File: src/rtl/nt_bist_pkg.sv
`default_nettype none
// ============================================================================
// Module      : nt_bist_pkg
// Description : Shared types, defaults and the Galois LFSR/MISR step function
//               for the Nt-node subcircuit BIST drivers.
// Revision    : 1.0 - initial release
// ============================================================================
package nt_bist_pkg;

  typedef enum logic [1:0] {
    IDLE  = 2'd0,
    RUN   = 2'd1,
    DRAIN = 2'd2,
    DONE  = 2'd3
  } state_t;

  // Widest register the step function supports.
  localparam int          MAX_W    = 32;
  localparam logic [15:0] DEF_POLY = 16'hA011;
  localparam logic [15:0] DEF_SEED = 16'hACE1;

  // One Galois shift of a w-bit register held in the low bits of x:
  // shift left, and fold the polynomial in when the outgoing MSB was set.
  function automatic logic [MAX_W-1:0] galois_step(
    input logic [MAX_W-1:0] x,
    input logic [MAX_W-1:0] poly,
    input int unsigned      w
  );
    logic [MAX_W-1:0] mask;
    logic [MAX_W-1:0] top;
    logic [MAX_W-1:0] sh;
    mask = {MAX_W{1'b1}} >> (MAX_W - w);
    top  = mask & ~(mask >> 1);
    sh   = {x[MAX_W-2:0], 1'b0} & mask;
    return ((x & top) != '0) ? (sh ^ (poly & mask)) : sh;
  endfunction

endpackage
`default_nettype wire

File: src/rtl/nt_misr.sv
`default_nettype none
// ============================================================================
// Module      : nt_misr
// Description : Single-input Galois MISR. Steps with din folded into bit 0
//               when en is high; clr zeroes the signature. nxt exposes the
//               value the register would take on an enabled step.
// Revision    : 1.0 - initial release
// ============================================================================
module nt_misr
  import nt_bist_pkg::*;
#(
  parameter int             W    = 16,
  parameter logic [W-1:0]   POLY = DEF_POLY
) (
  input  logic         clk,
  input  logic         rst,
  input  logic         en,
  input  logic         din,
  input  logic         clr,
  output logic [W-1:0] sig,
  output logic [W-1:0] nxt
);

  assign nxt = W'(galois_step(MAX_W'(sig), MAX_W'(POLY), W)) ^ {{(W-1){1'b0}}, din};

  // Signature register: reset/clear dominate, otherwise step on enable.
  always_ff @(posedge clk) begin
    if (rst || clr) begin
      sig <= '0;
    end else if (en) begin
      sig <= nxt;
    end
  end

endmodule
`default_nettype wire

File: src/rtl/nt_subckt_bist_driver.sv
`default_nettype none
// ============================================================================
// Module      : nt_subckt_bist_driver
// Description : Drives an Nt-node subcircuit with LFSR patterns, compacts its
//               one-bit response in a MISR and compares against a golden
//               signature at the end of each run.
// Revision    : 1.0 - initial release
// ============================================================================
module nt_subckt_bist_driver
  import nt_bist_pkg::*;
#(
  parameter int                PAT_W   = 3,
  parameter int                LFSR_W  = 16,
  parameter logic [LFSR_W-1:0] POLY    = DEF_POLY,
  parameter logic [LFSR_W-1:0] SEED    = DEF_SEED,
  parameter int                RUN_LEN = 1000,
  parameter int                LATENCY = 2
) (
  input  logic              I1470_clk,
  input  logic              I1477_rst,
  input  logic              start,
  input  logic [LFSR_W-1:0] golden_sig,
  input  logic              resp_in,
  output logic [PAT_W-1:0]  pat_out,
  output logic              busy,
  output logic              done,
  output logic              pass,
  output logic [LFSR_W-1:0] signature
);

  localparam int CNT_W = $clog2(RUN_LEN + 1);

  state_t              state;
  state_t              state_nxt;
  logic [LFSR_W-1:0]   lfsr;
  logic [LFSR_W-1:0]   lfsr_step;
  logic [CNT_W-1:0]    pat_cnt;
  logic [LATENCY-1:0]  vld_pipe;
  logic [LATENCY-1:0]  vld_pipe_d;
  logic [LATENCY-1:0]  last_pipe;
  logic [LATENCY-1:0]  last_pipe_d;
  logic [LFSR_W-1:0]   misr_nxt;
  logic                start_ok;
  logic                run_cyc;
  logic                last_pat;
  logic                capture;
  logic                last_cap;

  assign start_ok  = start && ((state == IDLE) || (state == DONE));
  assign run_cyc   = (state == RUN);
  assign last_pat  = run_cyc && (pat_cnt == CNT_W'(RUN_LEN - 1));
  assign capture   = vld_pipe[LATENCY-1];
  assign last_cap  = last_pipe[LATENCY-1];
  assign lfsr_step = LFSR_W'(galois_step(MAX_W'(lfsr), MAX_W'(POLY), LFSR_W));

  // The valid pipe marks which edges carry a response; the last pipe tags
  // the final pattern so its capture edge can close the run.
  if (LATENCY == 1) begin : g_pipe_one
    assign vld_pipe_d  = run_cyc;
    assign last_pipe_d = last_pat;
  end else begin : g_pipe_multi
    assign vld_pipe_d  = {vld_pipe[LATENCY-2:0], run_cyc};
    assign last_pipe_d = {last_pipe[LATENCY-2:0], last_pat};
  end

  // State register.
  always_ff @(posedge I1470_clk) begin
    if (I1477_rst) begin
      state <= IDLE;
    end else begin
      state <= state_nxt;
    end
  end

  // Next-state and status outputs.
  always_comb begin
    state_nxt = state;
    busy      = 1'b0;
    done      = 1'b0;
    case (state)
      IDLE:  if (start_ok) state_nxt = RUN;
      RUN: begin
        busy = 1'b1;
        if (last_pat) state_nxt = DRAIN;
      end
      DRAIN: begin
        busy = 1'b1;
        if (last_cap) state_nxt = DONE;
      end
      DONE: begin
        done = 1'b1;
        if (start_ok) state_nxt = RUN;
      end
      default: state_nxt = IDLE;
    endcase
  end

  // Pattern generator, pattern counter, capture pipes and pass flag.
  always_ff @(posedge I1470_clk) begin
    if (I1477_rst) begin
      lfsr      <= '0;
      pat_cnt   <= '0;
      pat_out   <= '0;
      vld_pipe  <= '0;
      last_pipe <= '0;
      pass      <= 1'b0;
    end else begin
      vld_pipe  <= vld_pipe_d;
      last_pipe <= last_pipe_d;
      if (start_ok) begin
        lfsr    <= SEED;
        pat_cnt <= '0;
        pat_out <= SEED[PAT_W-1:0];
        pass    <= 1'b0;
      end else if (run_cyc) begin
        lfsr    <= lfsr_step;
        pat_cnt <= pat_cnt + CNT_W'(1);
        pat_out <= last_pat ? '0 : lfsr_step[PAT_W-1:0];
      end else begin
        pat_out <= '0;
      end
      // Compare against the value the MISR takes on this final capture.
      if (last_cap) begin
        pass <= (misr_nxt == golden_sig);
      end
    end
  end

  nt_misr #(
    .W    (LFSR_W),
    .POLY (POLY)
  ) u_misr (
    .clk (I1470_clk),
    .rst (I1477_rst),
    .en  (capture),
    .din (resp_in),
    .clr (start_ok),
    .sig (signature),
    .nxt (misr_nxt)
  );

endmodule
`default_nettype wire
File: config.mk
export PLATFORM = sky130hd
export DESIGN_NAME = nt_subckt_bist_driver
export DESIGN_NICKNAME = d
export VERILOG_FILES = /design/src/rtl/nt_bist_pkg.sv /design/src/rtl/nt_misr.sv /design/src/rtl/nt_subckt_bist_driver.sv
export SDC_FILE = /design/constraint.sdc
export NUM_CORES = 1
export LEC_CHECK = 0
export ABC_AREA = 1
export CORE_ASPECT_RATIO = 1.5
export CORE_MARGIN = 2
export CORE_UTILIZATION = 55
export CTS_BUF_LIST = sky130_fd_sc_hd__clkbuf_4
export DETAILED_ROUTE_END_ITERATION = 10
export PLACE_DENSITY = 0.89
export SYNTH_ARGS = -nofsm -noshare
export SYNTH_HDL_FRONTEND = slang
export SYNTH_HIERARCHICAL = 1
export SYNTH_SLANG_ARGS = --single-unit
File: constraint.sdc
create_clock -name I1470_clk -period 1.7 [get_ports I1470_clk]
set_clock_uncertainty 0.1 [all_clocks]
set_input_delay 0.34 -clock I1470_clk [delete_from_list [all_inputs] [get_ports I1470_clk]]
set_output_delay 0.34 -clock I1470_clk [all_outputs]
set_load 0.005 [all_outputs]
; ---- Word level (Yosys, flattened, before mapping)
; Cells that the tools add are included.
[word_totals]
register_bits = 52
latch_bits = 0
ramBits = 0
romBits = 0
input_bits = 20
out_inout_bits = 22
elab_cells = 50
n_memories = 0
[op_classes]
add_sub_neg = 1
n_mul = 0
n_div = 0
magnitude_cmp = 0
n_eq_ne = 8
n_shift = 0
muxes = 15
bitwise = 4
reduce_logical = 12
[ops]
columns = cell, n
row1 = two-way mux 16 bit, 4
row2 = equality test 16 bit, 1
row3 = bitwise XOR 16 x 1 -> 16 bit, 1
row4 = adder 10 x 1 -> 10 bit (second input constant), 1
row5 = equality test 10 bit (second input constant), 1
row6 = NOT 4 bit, 2
row7 = two-way mux 1 bit, 7
row8 = two-way mux 2 bit, 3
row9 = case mux 2 bit (3 select lines), 1
row10 = OR reduction 2 bit, 3
row11 = equality test 2 bit (second input constant), 2
row12 = != test 2 x 1 -> 1 bit (second input constant), 2
row13 = nonzero test 2 bit, 2
row14 = OR reduction 4 bit, 1
row15 = AND reduction 3 bit, 1
row16 = equality test 2 x 1 -> 1 bit (second input constant), 1
row17 = logical AND 1 bit, 2
row18 = zero test 2 bit, 1
row19 = logical OR 1 bit, 2
row20 = != test 2 bit (second input constant), 1
row21 = NOT 1 bit, 1

; ---- Logic depth before layout (Yosys ltp)
; Gate-level depths: netlist of run 1.
[logic_depth]
depth_word = 5
ltp_mapped = 11
mapped_depth_nobuf = 11

; ---- Modules after synthesis
; The synthesis of run 1 kept the hierarchy.
[by_module_without_submodules]
columns = mod, n_inst, cells_each, area_each_um2, seq_area_each_um2
row1 = nt_subckt_bist_driver, 1, 259, 1749.2, 720.7
row2 = nt_misr, 1, 109, 753.2, 320.3

; ---- Worst setup path before layout of run 1
; OpenSTA, ideal clock, no wires.
[synth_timing]
path_type = reg-to-reg
from = reg state[0]
to = reg pat_cnt[0]
setup_time_ps = 118
t_arrival_ps = 1260
t_required_ps = 1482
setup_slack_ps = 222
stages_incl_launch_ff = 7
path_buffers = 1
synth_period_minus_slack_ps = 1478
cell_sequence = dfxtp_1 -> inv_1 -> ha_1 -> nand2_2 -> nand2_1 -> buf_2 -> nor2_1
[synth_via]
elab_chain_cells = 4
elab_cells_between_ends = 6
classes_between = eq/ne: 2 / reduce/logical: 4
[synth_lines]
columns = element, line_no
row1 = "start, declared", nt_subckt_bist_driver.sv:33  ; state_t state;
row2 = "start signal, assigned", nt_subckt_bist_driver.sv:71  ; state <= state_nxt;
row3 = equality test 2 bit / zero test 2 bit (equally long branches), nt_subckt_bist_driver.sv:49  ; assign start_ok = start && ((state == IDLE) || (state == DONE));
row4 = logical OR 1 bit, nt_subckt_bist_driver.sv:49
row5 = logical AND 1 bit, nt_subckt_bist_driver.sv:49
row6 = OR reduction 2 bit (no line), --
row7 = "end signal, assigned", nt_subckt_bist_driver.sv:117  ; pat_cnt <= pat_cnt + CNT_W'(1);
row8 = "end, declared", nt_subckt_bist_driver.sv:37  ; logic [CNT_W-1:0] pat_cnt;
; Several ways; a longest one is shown, not always the timed one.
; A chain may end at the register's enable or synchronous reset.

; ---- Worst setup path in the final report of run 1
[layout_timing]
from = reg u_misr.sig[13]
to = out signature[13]
[layout_lines]
columns = element, line_no
row1 = "start, declared", nt_misr.sv:20  ; output logic [W-1:0] sig,
row2 = "start signal, assigned", nt_misr.sv:31  ; sig <= nxt;
row3 = "end, declared", nt_subckt_bist_driver.sv:28  ; output logic [LFSR_W-1:0] signature
; No word-level cell between the ends.

==> out/results.tsv, run 1 <==
metric	value	unit
status	completed	
drive_gt1_frac	0.182	
design.core.area	0.00447	sq mm
io_buffers	41	
maxCapViolCount	0	
synthCells	368	
avgSynthCellArea	6.80	sq um
dr.pass1.iters	4	
critPathCaptureType	output pin	
ys_types	28	
via_count	2398	
start_util	0.560	
hold_path.class	reg -> reg	
io_pins	42	
crit_slowest_cell	clkdlybuf4s50_1	
cts.clk_slew.worst_paths	0.15	ns
synth-edff-count	0	
finalMaxSlewViolations	0	
synth_nets	392	
p_sw_frac	0.370	
setup_slack	0.0508	ns
grt_pass1_wl	9.65	mm
clock_latency	0.36	ns
syn_to_final_growth	29.3	%
cts_sinks	52	
antenna_left	0	
tightest_slew	0.347	ns
setup_viol	0	
path_max_fanout	2	
rows	30	
dp_hpwl	4.35	mm
viasPerCell	5.04	
hold_viol_final	0	
yosysTopAreaCellShare	0.416	
place_congestion	0.887	
clock_path_buffers	2	
die-area	0.00512	sq mm
start_kind	register	
fin_crit_sh	0.970	
die_y	86.6	um
pwr_density_cell	1070	mW/mm^2
totalWireLength	5.94	mm
p_int	0.00218	W
antenna_found_initial	0	
root_buffer	clkbuf_4	
required	1.26	ns
placed_area	0.00300	sq mm
yosysTopAreaCell	dfxtp_1	
yosys_warnings	6	
fin_setup_tns	0	ns
cp.arrival	1.21	ns
clock_power_share	0.163	
fmax	0.606	GHz
ys_ff_latch	52	
grt.overflow.total	0	
relSlewSlack	0.768	
path_class	reg -> out	
dp_slack	-0.00225	ns
synth.area.top_cells	dfxtp_1, nand2_1, inv_1	
vdd_drop_max	1.04	mV
nets	451	
die_w	59.1	um
synth_seq_area_share	0.416	
p_leak	1.65	nW
grt_pass1_vias	2339	
rsz0062_at_grt	no	
cts_inserted_buffers	5	
netlist_area	0.00250	sq mm
seqPwrFrac	0.432	
fillCellCount	335	
p_switching	0.00128	W
h-tree-depth	2	
max_stage_delay	0.50	ns
antenna_cells	0	
drc	0	
grt_max_degree	19	
postCtsHoldBufs	0	
cts_tree	done	
worst-path-buf-inv	1	
fin_crit	1.65	ns
synth-main-ff-cell	dfxtp_1	
combPwrFrac	0.405	
grt_usage	0.244	
final_area	0.00324	sq mm
critPathTopFamily	buffers and inverters	
path_cells	clkdlybuf4s50_1	
wire_per_inst	12.5	um
drt_iter0_drc	123	
async_flop_share	0	
## final cells by class
cell class / instances / area (sq um) / area share
timing repair buffer: 74 / 709 / 0.219
inverter: 53 / 201 / 0.0622
tap: 48 / 60.1 / 0.0186
multi-input combinational: 241 / 1130 / 0.350
sequential: 52 / 1070 / 0.332
clock inverter: 3 / 22.5 / 0.00696
clock buffer: 5 / 37.5 / 0.0116
## power by group through the flow
| stage | sequential [W] | clock, W | combinational (W) |
|---|---|---|---|
| floorplan | 0.00150 | 0 | 0.000788 |
| global placement | 0.00151 | 0 | 0.00130 |
| detailed placement | 0.00152 | 0 | 0.00135 |
| CTS | 0.00150 | 0.000590 | 0.00139 |
| global route | 0.00152 | 0.000636 | 0.00156 |
| finish | 0.00150 | 0.000565 | 0.00140 |
## path summary, 6_finish.rpt
kind                  start             to  slack (ns)  depth (start not counted)
max          u_misr/sig[13]  signature[13]        0.05                          1
min            last_pipe[0]   last_pipe[1]        0.33                          2
max reg2reg        state[1]     pat_cnt[7]        0.08                          8
min reg2reg    last_pipe[0]   last_pipe[1]        0.33                          2
## synthesized netlist by cell type (all sizes together) (4+ instances only)
cell,n
ha,4
nor3,5
inv,53
a21oi,35
a31oi,4
nor2,37
nand3,15
nand2,115
buf,19
o21ai,12
dfxtp,52
xor2,5
## stage by stage
step | instances | total power [W] | utilization | hold WS (ns)
floorplan | 368 | 0.00229 | - | 0.288
global placement | 455 | 0.00281 | 0.672 | 0.294
global route | 476 | 0.00371 | 0.725 | 0.349
CTS | 475 | 0.00347 | 0.713 | 0.326
finish | 476 | 0.00347 | 0.725 | 0.326
detailed placement | 455 | 0.00287 | 0.672 | 0.296
## worst min-delay path, delay by kind of cell, from the launching register on
family                 cells  cell delay (ns)
buffers and inverters      1             0.04
DFF                        1             0.33
and+or+nand+nor            1             0.03
## per-layer routing
metal	track usage	up-vias	share of wire
li1	-	1240	-
met1	0.245	1094	0.39
met5	0	-	0
met4	0.110	0	0.020
met3	0.0373	9	0.032
met2	0.472	55	0.56
## cell usage in the layout (no fill, tap or decap), types with 11 or more instances in the layout
cell and instances:
clkdlybuf4s50_1 23, o21ai_0 11, dfxtp_1 32, buf_4 31, inv_1 49, nand3_1 13, nor2_1 35, dlymetal6s2s_1 15
nand2_1 112, a21oi_1 34, dfxtp_2 17
## repair_timing
action | in CTS | in global routing
setup endpoints to repair | 17 | 18
resized for setup | 34 | 19
setup buffers | 12 | 1
## flip-flops by register name (all words and copies together), names as in the netlist
signal	cells
vld_pipe	2
last_pipe	2
pass	1
state	2
u_misr/sig	16
pat_out	3
lfsr	16
pat_cnt	10
## cell families after synthesis
family | after synthesis | share of synthesized area
flops | 52 | 0.416
simple gates | 177 | 0.290
compound gates | 54 | 0.114
fa+ha+maj | 4 | 0.0200
buf+inv | 75 | 0.138
xor+xnor | 6 | 0.0210
Power figures use the tool's default switching activity.
==> run 2: changes to the inputs <==
--- a/config.mk
+++ b/config.mk
@@ -8,10 +8,10 @@
 export ABC_AREA = 1
 export CORE_ASPECT_RATIO = 1.5
 export CORE_MARGIN = 2
-export CORE_UTILIZATION = 55
+export CORE_UTILIZATION = 56
 export CTS_BUF_LIST = sky130_fd_sc_hd__clkbuf_4
 export DETAILED_ROUTE_END_ITERATION = 10
-export PLACE_DENSITY = 0.89
+export PLACE_DENSITY = 0.9
 export SYNTH_ARGS = -nofsm -noshare
 export SYNTH_HDL_FRONTEND = slang
 export SYNTH_HIERARCHICAL = 1
==> constraint.sdc (replaced) <==
create_clock -name I1470_clk -period 2 [get_ports I1470_clk]
set_clock_uncertainty 0.1 [all_clocks]
set_input_delay 0.4 -clock I1470_clk [delete_from_list [all_inputs] [get_ports I1470_clk]]
set_output_delay 0.4 -clock I1470_clk [all_outputs]
set_load 0.005 [all_outputs]
==> run 2 against run 1 <==
  * The run now ends with DRC left
  * Hold slack worse by 0.0045 ns
  * First-iteration DRC count down 4.9%
  * Via count down 1.2%
  * Sequential share of layout area up 2.2 points
  * Highest routed layer unchanged
  * Design area down 8.9%
  * Critical path type unchanged
  * Clock power up 2%
  * Critical path depth unchanged
==> out/results.tsv, run 2 (synthesis results as in run 1) <==
metric	value	unit
maxCapViolCount	0	
fin_crit	1.90	ns
clock_power_share	0.205	
clock_latency	0.37	ns
cts_sinks	52	
hold_path.class	reg -> reg	
io_pins	42	
met1_length	2.07	mm
dr.pass1.iters	8	
h-tree-depth	2	
fin_cells	448	
combPwrFrac	0.341	
cts_inserted_buffers	5	
vdd_drop_max	0.870	mV
via_count	2370	
worst-path-buf-inv	1	
critPathTopFamily	buffers and inverters	
nets	425	
grt_max_degree	19	
fmax	0.527	GHz
grt.overflow.total	0	
path_cells	clkdlybuf4s50_1	
relSlewSlack	0.763	
grt_pass1_wl	9.22	mm
totalWireLength	5.42	mm
path_class	reg -> out	
syn_to_final_growth	17.9	%
die_y	85.9	um
dp_cells	439	
die_w	58.6	um
hold_viol_final	0	
grt_usage	0.230	
critPathCaptureType	output pin	
die-area	0.00503	sq mm
antenna_cells	0	
cp.arrival	1.40	ns
p_int	0.00181	W
cts_tree	done	
drt_iter0_drc	117	
fin_setup_tns	0	ns
finalMaxSlewViolations	0	
start_kind	register	
place_congestion	0.830	
met3_length	292	um
top_regs	lfsr: 16 flops, u_misr/sig: 16 flops, pat_cnt: 10 flops	
fin_crit_sh	0.950	
start_util	0.584	
postCtsHoldBufs	0	
violations	DRC	
dp_hpwl	4.14	mm
antenna_left	0	
clock_path_buffers	2	
viasPerCell	5.29	
p_leak	1.22	nW
rows	29	
required	1.50	ns
cts.clk_slew.worst_paths	0.13	ns
drive_gt1_frac	0.0622	
p_sw_frac	0.355	
antenna_found_initial	0	
final_common_cell	nand2_1	
setup_viol	0	
tightest_slew	0.355	ns
rsz0062_at_grt	no	
status	finished, violations left	
seqPwrFrac	0.454	
pwr_density_cell	951	mW/mm^2
io_buffers	41	
wire_per_inst	12.1	um
path_max_fanout	7	
p_switching	0.000997	W
design.core.area	0.00428	sq mm
final_cell_mix	nand2_1, dfxtp_1, inv_1	
grt_pass1_vias	2345	
whs	0.322	ns
root_buffer	clkbuf_4	
max_stage_delay	0.56	ns
top_layer	met4	
crit_slowest_cell	clkdlybuf4s50_1	
wl_met2	2.86	mm
drc	9	
run 2: area by class of cell:
class	instances	area (sq um)
clock buffers	5	37.5
clock inverters	3	37.5
fillers	377	1330
inverters	53	199
multi-input cells	241	1110
flip-flops and latches	52	1040
well taps	46	57.6
repair buffers	48	460
run 2: stage by stage:
step,worst slack [ns],total power (W),area (sq um),utilization
floorplan,0.522,0.00195,2500,-
global placement,0.203,0.00221,2870,0.670
detailed placement,0.153,0.00224,2870,0.670
CTS,0.0810,0.00281,2950,0.689
global route,0.0217,0.00300,2950,0.689
finish,0.101,0.00281,2950,0.689
run 2: metal layers:
| layer | track usage | up-vias |
|---|---|---|
| li1 | - | 1199 |
| met4 | 0.118 | 0 |
| met3 | 0.0437 | 18 |
| met2 | 0.445 | 75 |
| met1 | 0.220 | 1078 |
| met5 | 0 | - |
run 2: final timing paths:
check,start,end,slack [ns],cells after the start
worst max-delay path,u_misr/sig[15],signature[15],0.10,1
worst min-delay path,last_pipe[0],last_pipe[1],0.32,2
worst max register to register,state[0],pat_cnt[7],0.25,7
worst min register to register,last_pipe[0],last_pipe[1],0.32,2
run 2: what timing repair did:
item                                    CTS  global route
gates cloned                              0             0
gates resized for setup                   3             1
setup buffers                             1             0
hold endpoints to repair                  0             0
endpoints found under the setup margin    1             1
run 2: power groups by stage:
stage	combinational (W)	clock (W)	sequential, W
global placement	0.000910	0	0.00130
finish	0.000957	0.000574	0.00127
global route	0.00108	0.000627	0.00129
CTS	0.000954	0.000579	0.00127
floorplan	0.000670	0	0.00128
detailed placement	0.000943	0	0.00130
